<file path="src/rtl/speck_pkg.sv">
// Shared widths, rotate amounts, FSM state codes and rotate helpers for the SPECK round step.
package speck_pkg;

    localparam int WORD_W = 64;
    localparam int ALPHA  = 8;
    localparam int BETA   = 3;

    typedef enum logic [3:0] {
        ST_IDLE = 4'd0,
        ST_ROT  = 4'd1,
        ST_ADD  = 4'd2,
        ST_MIX  = 4'd3,
        ST_DONE = 4'd4
    } state_e;

    function automatic logic [WORD_W-1:0] ror(input logic [WORD_W-1:0] v, input int unsigned n);
        return (v >> n) | (v << (WORD_W - n));
    endfunction

    function automatic logic [WORD_W-1:0] rol(input logic [WORD_W-1:0] v, input int unsigned n);
        return (v << n) | (v >> (WORD_W - n));
    endfunction

endpackage

</file>
<file path="src/rtl/speck_arx.sv">
// Combinational ARX word step: exposes the rotate, add and xor/rotate-mix pieces separately
// so the owning FSM can register each stage.
module speck_arx
    import speck_pkg::*;
(
    input  logic [WORD_W-1:0] i_rot_a,
    input  logic [WORD_W-1:0] i_rot_b,
    input  logic [WORD_W-1:0] i_add_a,
    input  logic [WORD_W-1:0] i_add_b,
    input  logic [WORD_W-1:0] i_sum,
    input  logic [WORD_W-1:0] i_mask,
    input  logic [WORD_W-1:0] i_rol,
    output logic [WORD_W-1:0] o_ror_a,
    output logic [WORD_W-1:0] o_rol_b,
    output logic [WORD_W-1:0] o_sum,
    output logic [WORD_W-1:0] o_mix_a,
    output logic [WORD_W-1:0] o_mix_b
);

    assign o_ror_a = ror(i_rot_a, ALPHA);
    assign o_rol_b = rol(i_rot_b, BETA);
    assign o_sum   = i_add_a + i_add_b;
    // The second output word depends on the freshly mixed first word.
    assign o_mix_a = i_sum ^ i_mask;
    assign o_mix_b = i_rol ^ o_mix_a;

endmodule

</file>
<file path="src/rtl/speck_round_step.sv">
// One SPECK128/128 round plus key-schedule step, sequenced IDLE->ROT->ADD->MIX->DONE.
// Optional macro SPECK_DECRYPT_EN adds a decrypt input selecting the inverse block round.
module speck_round_step
    import speck_pkg::*;
(
    input  logic                  clk,
    input  logic                  rst,
    input  logic                  signal_start,
    input  logic [2*WORD_W-1:0]   key_in,
    input  logic [WORD_W-1:0]     round_ctr,
    input  logic [2*WORD_W-1:0]   block_in,
`ifdef SPECK_DECRYPT_EN
    input  logic                  decrypt,
`endif
    output logic [2*WORD_W-1:0]   key_out,
    output logic [2*WORD_W-1:0]   block_out,
    output logic                  finished,
    output logic [3:0]            state_response
);

    state_e              r_state;
    logic [WORD_W-1:0]   r_k, r_l, r_x, r_y, r_ctr;
    logic [WORD_W-1:0]   r_ror_l, r_rol_k, r_ror_x, r_rol_y;
    logic [WORD_W-1:0]   r_sum_l, r_sum_x;
    logic [2*WORD_W-1:0] r_key_out, r_block_out;
    logic                r_finished;

    logic [WORD_W-1:0]   w_ror_l, w_rol_k, w_sum_l, w_l_next, w_k_next;
    logic [WORD_W-1:0]   w_ror_x, w_rol_y, w_sum_x, w_x_next, w_y_next;
    logic [WORD_W-1:0]   w_stage_y, w_stage_sum_x;
    logic [2*WORD_W-1:0] w_block_next;

    // Key path: l is the rotated-right word, k the rotated-left word, round_ctr the mix mask.
    speck_arx u_key_arx (
        .i_rot_a (r_l),     .i_rot_b (r_k),
        .i_add_a (r_ror_l), .i_add_b (r_k),
        .i_sum   (r_sum_l), .i_mask  (r_ctr), .i_rol (r_rol_k),
        .o_ror_a (w_ror_l), .o_rol_b (w_rol_k), .o_sum (w_sum_l),
        .o_mix_a (w_l_next), .o_mix_b (w_k_next)
    );

    // Block path is keyed by the incoming k, not the scheduled k'.
    speck_arx u_block_arx (
        .i_rot_a (r_x),     .i_rot_b (r_y),
        .i_add_a (r_ror_x), .i_add_b (r_y),
        .i_sum   (r_sum_x), .i_mask  (r_k), .i_rol (r_rol_y),
        .o_ror_a (w_ror_x), .o_rol_b (w_rol_y), .o_sum (w_sum_x),
        .o_mix_a (w_x_next), .o_mix_b (w_y_next)
    );

`ifdef SPECK_DECRYPT_EN
    logic r_dec;

    // Inverse round reuses the same stage registers: r_rol_y holds y', r_sum_x holds (x^k)-y'.
    assign w_stage_y     = r_dec ? ror(r_y ^ r_x, BETA) : w_rol_y;
    assign w_stage_sum_x = r_dec ? ((r_x ^ r_k) - r_rol_y) : w_sum_x;
    assign w_block_next  = r_dec ? {rol(r_sum_x, ALPHA), r_rol_y} : {w_x_next, w_y_next};

    always_ff @(posedge clk or posedge rst) begin
        if (rst)
            r_dec <= 1'b0;
        else if (r_state == ST_IDLE && signal_start)
            r_dec <= decrypt;
    end
`else
    assign w_stage_y     = w_rol_y;
    assign w_stage_sum_x = w_sum_x;
    assign w_block_next  = {w_x_next, w_y_next};
`endif

    // NOTE: all state here is non-blocking so every stage reads the previous cycle's values.
    always_ff @(posedge clk or posedge rst) begin
        if (rst) begin
            r_state     <= ST_IDLE;
            r_k         <= '0;
            r_l         <= '0;
            r_x         <= '0;
            r_y         <= '0;
            r_ctr       <= '0;
            r_ror_l     <= '0;
            r_rol_k     <= '0;
            r_ror_x     <= '0;
            r_rol_y     <= '0;
            r_sum_l     <= '0;
            r_sum_x     <= '0;
            r_key_out   <= '0;
            r_block_out <= '0;
            r_finished  <= 1'b0;
        end else begin
            r_finished <= 1'b0;
            case (r_state)
                ST_IDLE: begin
                    if (signal_start) begin
                        r_k     <= key_in[2*WORD_W-1:WORD_W];
                        r_l     <= key_in[WORD_W-1:0];
                        r_x     <= block_in[2*WORD_W-1:WORD_W];
                        r_y     <= block_in[WORD_W-1:0];
                        r_ctr   <= round_ctr;
                        r_state <= ST_ROT;
                    end
                end
                ST_ROT: begin
                    r_ror_l <= w_ror_l;
                    r_rol_k <= w_rol_k;
                    r_ror_x <= w_ror_x;
                    r_rol_y <= w_stage_y;
                    r_state <= ST_ADD;
                end
                ST_ADD: begin
                    r_sum_l <= w_sum_l;
                    r_sum_x <= w_stage_sum_x;
                    r_state <= ST_MIX;
                end
                ST_MIX: begin
                    r_key_out   <= {w_k_next, w_l_next};
                    r_block_out <= w_block_next;
                    r_finished  <= 1'b1;
                    r_state     <= ST_DONE;
                end
                ST_DONE: r_state <= ST_IDLE;
                default: r_state <= ST_IDLE;
            endcase
        end
    end

    assign key_out        = r_key_out;
    assign block_out      = r_block_out;
    assign finished       = r_finished;
    assign state_response = r_state;

endmodule

</file>
<file path="config.mk">
export PLATFORM = sky130hd
export DESIGN_NAME = speck_round_step
export DESIGN_NICKNAME = d
export VERILOG_FILES = /design/src/rtl/speck_pkg.sv /design/src/rtl/speck_arx.sv /design/src/rtl/speck_round_step.sv
export SDC_FILE = /design/constraint.sdc
export NUM_CORES = 2
export LEC_CHECK = 0
export BUFFER_PORTS_ARGS = -buffer_cell sky130_fd_sc_hd__clkbuf_2
export CORE_ASPECT_RATIO = 0.7
export CORE_UTILIZATION = 35
export DETAILED_ROUTE_END_ITERATION = 8
export PLACE_DENSITY = 0.56
export SYNTH_ARGS = -nofsm -noshare
export SYNTH_HDL_FRONTEND = slang
export SYNTH_HIERARCHICAL = 1
export SYNTH_SLANG_ARGS = --single-unit
</file>
<file path="constraint.sdc">
create_clock -name clk -period 42.5 [get_ports clk]
set_clock_uncertainty 0.05 [all_clocks]
set_input_delay 0 -clock clk [delete_from_list [all_inputs] [get_ports clk]]
set_output_delay 0 -clock clk [all_outputs]
set_load 0.01 [all_outputs]
</file>
==> impl_metrics.tcl <==
set metrics [dict create \
    outcome "finished, final reports clean" \
    async_reset_ff_frac 1.00 \
    netlist.area_leader.share 0.508 \
    fin_area_um2 59200 \
    num_vias 31900 \
    tightest_slew_ns 1.01 \
    grt_usage 0.205 \
    max_cap_viol_count 0 \
    nets 5011 \
    avgSynthCellArea_um2 12.8 \
    wl_mm 142 \
    p_seq_frac 0.322 \
    hold_path.startpoint "block_in[42]" \
    p_leak_nw 26.3 \
    place_congestion 0.883 \
    power_density_nw_per_um2 96.0 \
    cts-root-buf "clkbuf_16" \
    fmax_mhz 238 \
    ioPinCount 584 \
    critPathMaxFanout 66 \
    internal-power_mw 3.32 \
    synth-edff-count 0 \
    worstHoldEndpoint "r_y[42]" \
    tritoncts "done" \
    ir_drop_mv 0.0588 \
    start_util 0.354 \
    synth_area_leaders "dfrtp_1 51%, mux2_2 22%, xor2_1 5.6%, buf_4 4.6%, ha_1 3.3%" \
    synth_top_cell_by_area "dfrtp_1" \
    dieArea_um2 137000 \
    grt_max_degree 159 \
    worst_ep_arrival_time_ns 4.73 \
    drt_iter0_markers 1973 \
    antenna_found_initial 21 \
    hold_buffers 555 \
    core_area_um2 134000 \
    final_layout_size_suffix_gt1_frac 0.375 \
    rows 112 \
    overflow 0 \
    die_y_um 310 \
    busiest_layer "met2" \
    rsz0062_at_grt "false" \
    reg2reg_to "r_ctr[39]" \
    clockBufferDepth 3 \
    grt.met1_usage 0.294 \
    crit_path_end_kind "flop" \
    die_x_um 442 \
    power_frac_clock 0.163 \
    ant_nets 0 \
    fin_crit_sh 0.0987 \
    port_buffers 582 \
    cts_buffers 100 \
    r2r_setup_slack_ns 38.31 \
    cts_resized 0 \
    grt_use_met3 0.0330 \
    finalSetupViolations 0 \
    syn_to_final_growth_pct 24.7 \
    numClockSinks 964 \
    p_sw_frac 0.415 \
    synth_seq_cells 964 \
    first_global_vias 32300 \
    worstPathRequired_ns 43.03 \
    synth_area_um2 47500 \
    place_area_um2 50200 \
    synth_flop_cell "dfrtp_1" \
    start_kind "flop" \
    clk_latency_ns 0.72 \
    grt.met2_usage 0.322 \
    power_switching_mw 2.36 \
    finalWorstSetupSlack_ns 38.31 \
    wl_per_cell_um 22.2 \
    report.final.slew_viol_count 0 \
    grt_pass1_wl_mm 212 \
    drcViolationCount 0 \
    htree_levels 3 \
    ys_types 89 \
    reg2reg_depth 5 \
    hold_path.class "input pin to flop" \
    via_per_inst 4.96 \
    syn_inst 3697 \
    report.final.hold_viol_count 0 \
    clk_pin_slew_ns 0.06 \
    r2r_start "state_response[2]" \
    yosysSeqAreaShare 0.508 \
    min_path_cells 3 \
    yosys_warnings 6 \
    synth_nets 4148 \
    p_comb_frac 0.515 \
    drt-pass1-iter-count 5 \
    postCtsSetupBuffers 0 \
    fin_crit_ns 4.19 \
    relSlewSlack 0.327 \
    crit_type "flop to flop" \
    setup_tns_ns 0 \
    dp_hpwl_mm 103 \
    pre_cts_ws_ns 38.28 \
]
[sequential cells by signal, indices dropped and copies added (netlist names)]
register / cells
r_ror_x: 64
key_out: 128
r_sum_x: 64
finished: 1
r_rol_k: 64
r_x: 64
r_l: 64
r_y: 64
r_rol_y: 64
r_k: 64
state_response: 3
r_ror_l: 64
r_ctr: 64
r_sum_l: 64
block_out: 128
[placed cells by master, fill, tap and decap left out, types with 9 or more instances in the layout]
master / n
a21o_1: 52
a21oi_1: 161
a31oi_1: 16
and3_1: 12
buf_4: 27
clkbuf_1: 24
clkbuf_16: 102
clkbuf_2: 582
clkbuf_8: 26
clkinv_2: 11
dfrtp_1: 964
diode_2: 9
dlygate4sd3_1: 555
ha_1: 126
inv_1: 28
mux2_1: 33
mux2_2: 927
nand2_1: 121
nand2b_1: 9
nand3_1: 29
nand4_1: 37
nor2_1: 86
nor2b_1: 14
nor3_1: 21
nor4_1: 9
o21a_1: 14
o21ai_0: 69
o21ai_1: 20
o21bai_1: 25
or3_1: 9
xnor2_1: 72
xor2_1: 303
[power by group through the flow]
| stage | Clock, mW | Combinational [mW] | Sequential [mW] |
|---|---|---|---|
| 3_5_place_dp | 0 | 2.84 | 1.85 |
| 3_3_place_gp | 0 | 2.82 | 1.83 |
| 4_1_cts | 0.955 | 2.92 | 1.83 |
| 2_1_floorplan | 0 | 2.19 | 1.73 |
| 6_report | 0.927 | 2.93 | 1.83 |
| 5_1_grt | 0.992 | 3.17 | 1.89 |
[cells by family (layout without fill, tap and decap cells)]
family | count (synthesis) | in the layout | synth area share
AOI/OAI and AO/OA | 440 | 440 | 0.0593
xor gates and xnor gates | 375 | 375 | 0.0692
adders and majority gates | 128 | 128 | 0.0341
buffers and inverters | 437 | 1384 | 0.0599
DFF | 964 | 964 | 0.508
muxes | 961 | 961 | 0.228
other | 1 | 10 | 0.0000790
and+or+nand+nor | 391 | 391 | 0.0413
[worst max-delay path: stages (launching register included)]
cell and delay, ns:
dfrtp_1 0.50, nor4b_4 0.67, buf_4 0.79, buf_4 0.68, buf_4 0.83, mux2_2 0.41
[Yosys cell counts (8+ instances only)]
| master | instances |
|---|---|
| o21ai_0 | 69 |
| ha_1 | 126 |
| a21boi_0 | 8 |
| o21a_1 | 14 |
| nand3_1 | 29 |
| mux2_2 | 927 |
| o21ai_1 | 20 |
| clkbuf_1 | 28 |
| nor2b_1 | 14 |
| a211oi_1 | 8 |
| and2_1 | 8 |
| inv_1 | 29 |
| nand2_1 | 121 |
| nor2_1 | 86 |
| nor3_1 | 21 |
| xnor2_1 | 72 |
| or3_1 | 9 |
| and3_1 | 12 |
| nand2b_1 | 9 |
| a31oi_1 | 16 |
| dfrtp_1 | 964 |
| buf_2 | 88 |
| buf_4 | 288 |
| nand4_1 | 37 |
| a21oi_1 | 161 |
| nor4_1 | 9 |
| o21bai_1 | 25 |
| xor2_1 | 303 |
| mux2_1 | 33 |
| a21o_1 | 52 |
[cell type report]
| cell class | count | area [um2] |
|---|---|---|
| multi-input cells | 2296 | 20500 |
| diodes | 9 | 22.5 |
| well taps | 1767 | 2210 |
| fillers | 12300 | 74800 |
| clock buffers | 152 | 3000 |
| inverters | 29 | 116 |
| clock inverters | 34 | 440 |
| repair buffers | 1169 | 8770 |
| flip-flops and latches | 964 | 24100 |
[per-stage QoR]
step	power (mW)	hold WS, ns	util	cells
2_1_floorplan	3.92	0.0847	-	3697
3_3_place_gp	4.65	0.169	0.375	5670
3_5_place_dp	4.69	0.173	0.375	5670
4_1_cts	5.70	0.0000218	0.442	6411
5_1_grt	6.05	0.0179	0.442	6418
6_report	5.68	0.0481	0.442	6420
[worst max path at each step]
| stage | start | endpoint | slack (ns) | cells after the start |
|---|---|---|---|---|
| 6_report | state_response[2] | r_ctr[39] | 38.31 | 5 |
| 3_3_place_gp | r_k[37] | r_sum_l[62] | 38.32 | 10 |
| 5_1_grt | state_response[1] | r_l[41] | 38.07 | 5 |
| 2_1_floorplan | rst | block_out[0] | 15.33 | 1 |
| 4_1_cts | r_y[4] | r_sum_x[57] | 38.28 | 11 |
| 3_5_place_dp | r_k[37] | r_sum_l[62] | 38.28 | 10 |
[routing by layer]
metal  share of wire  vias to the layer above
met1            0.48                    16300
met5         0.00032                        -
met2            0.46                      793
li1                -                    14600
met3           0.042                      181
met4           0.022                        6
No activity file was read; power rests on OpenSTA's default activity.
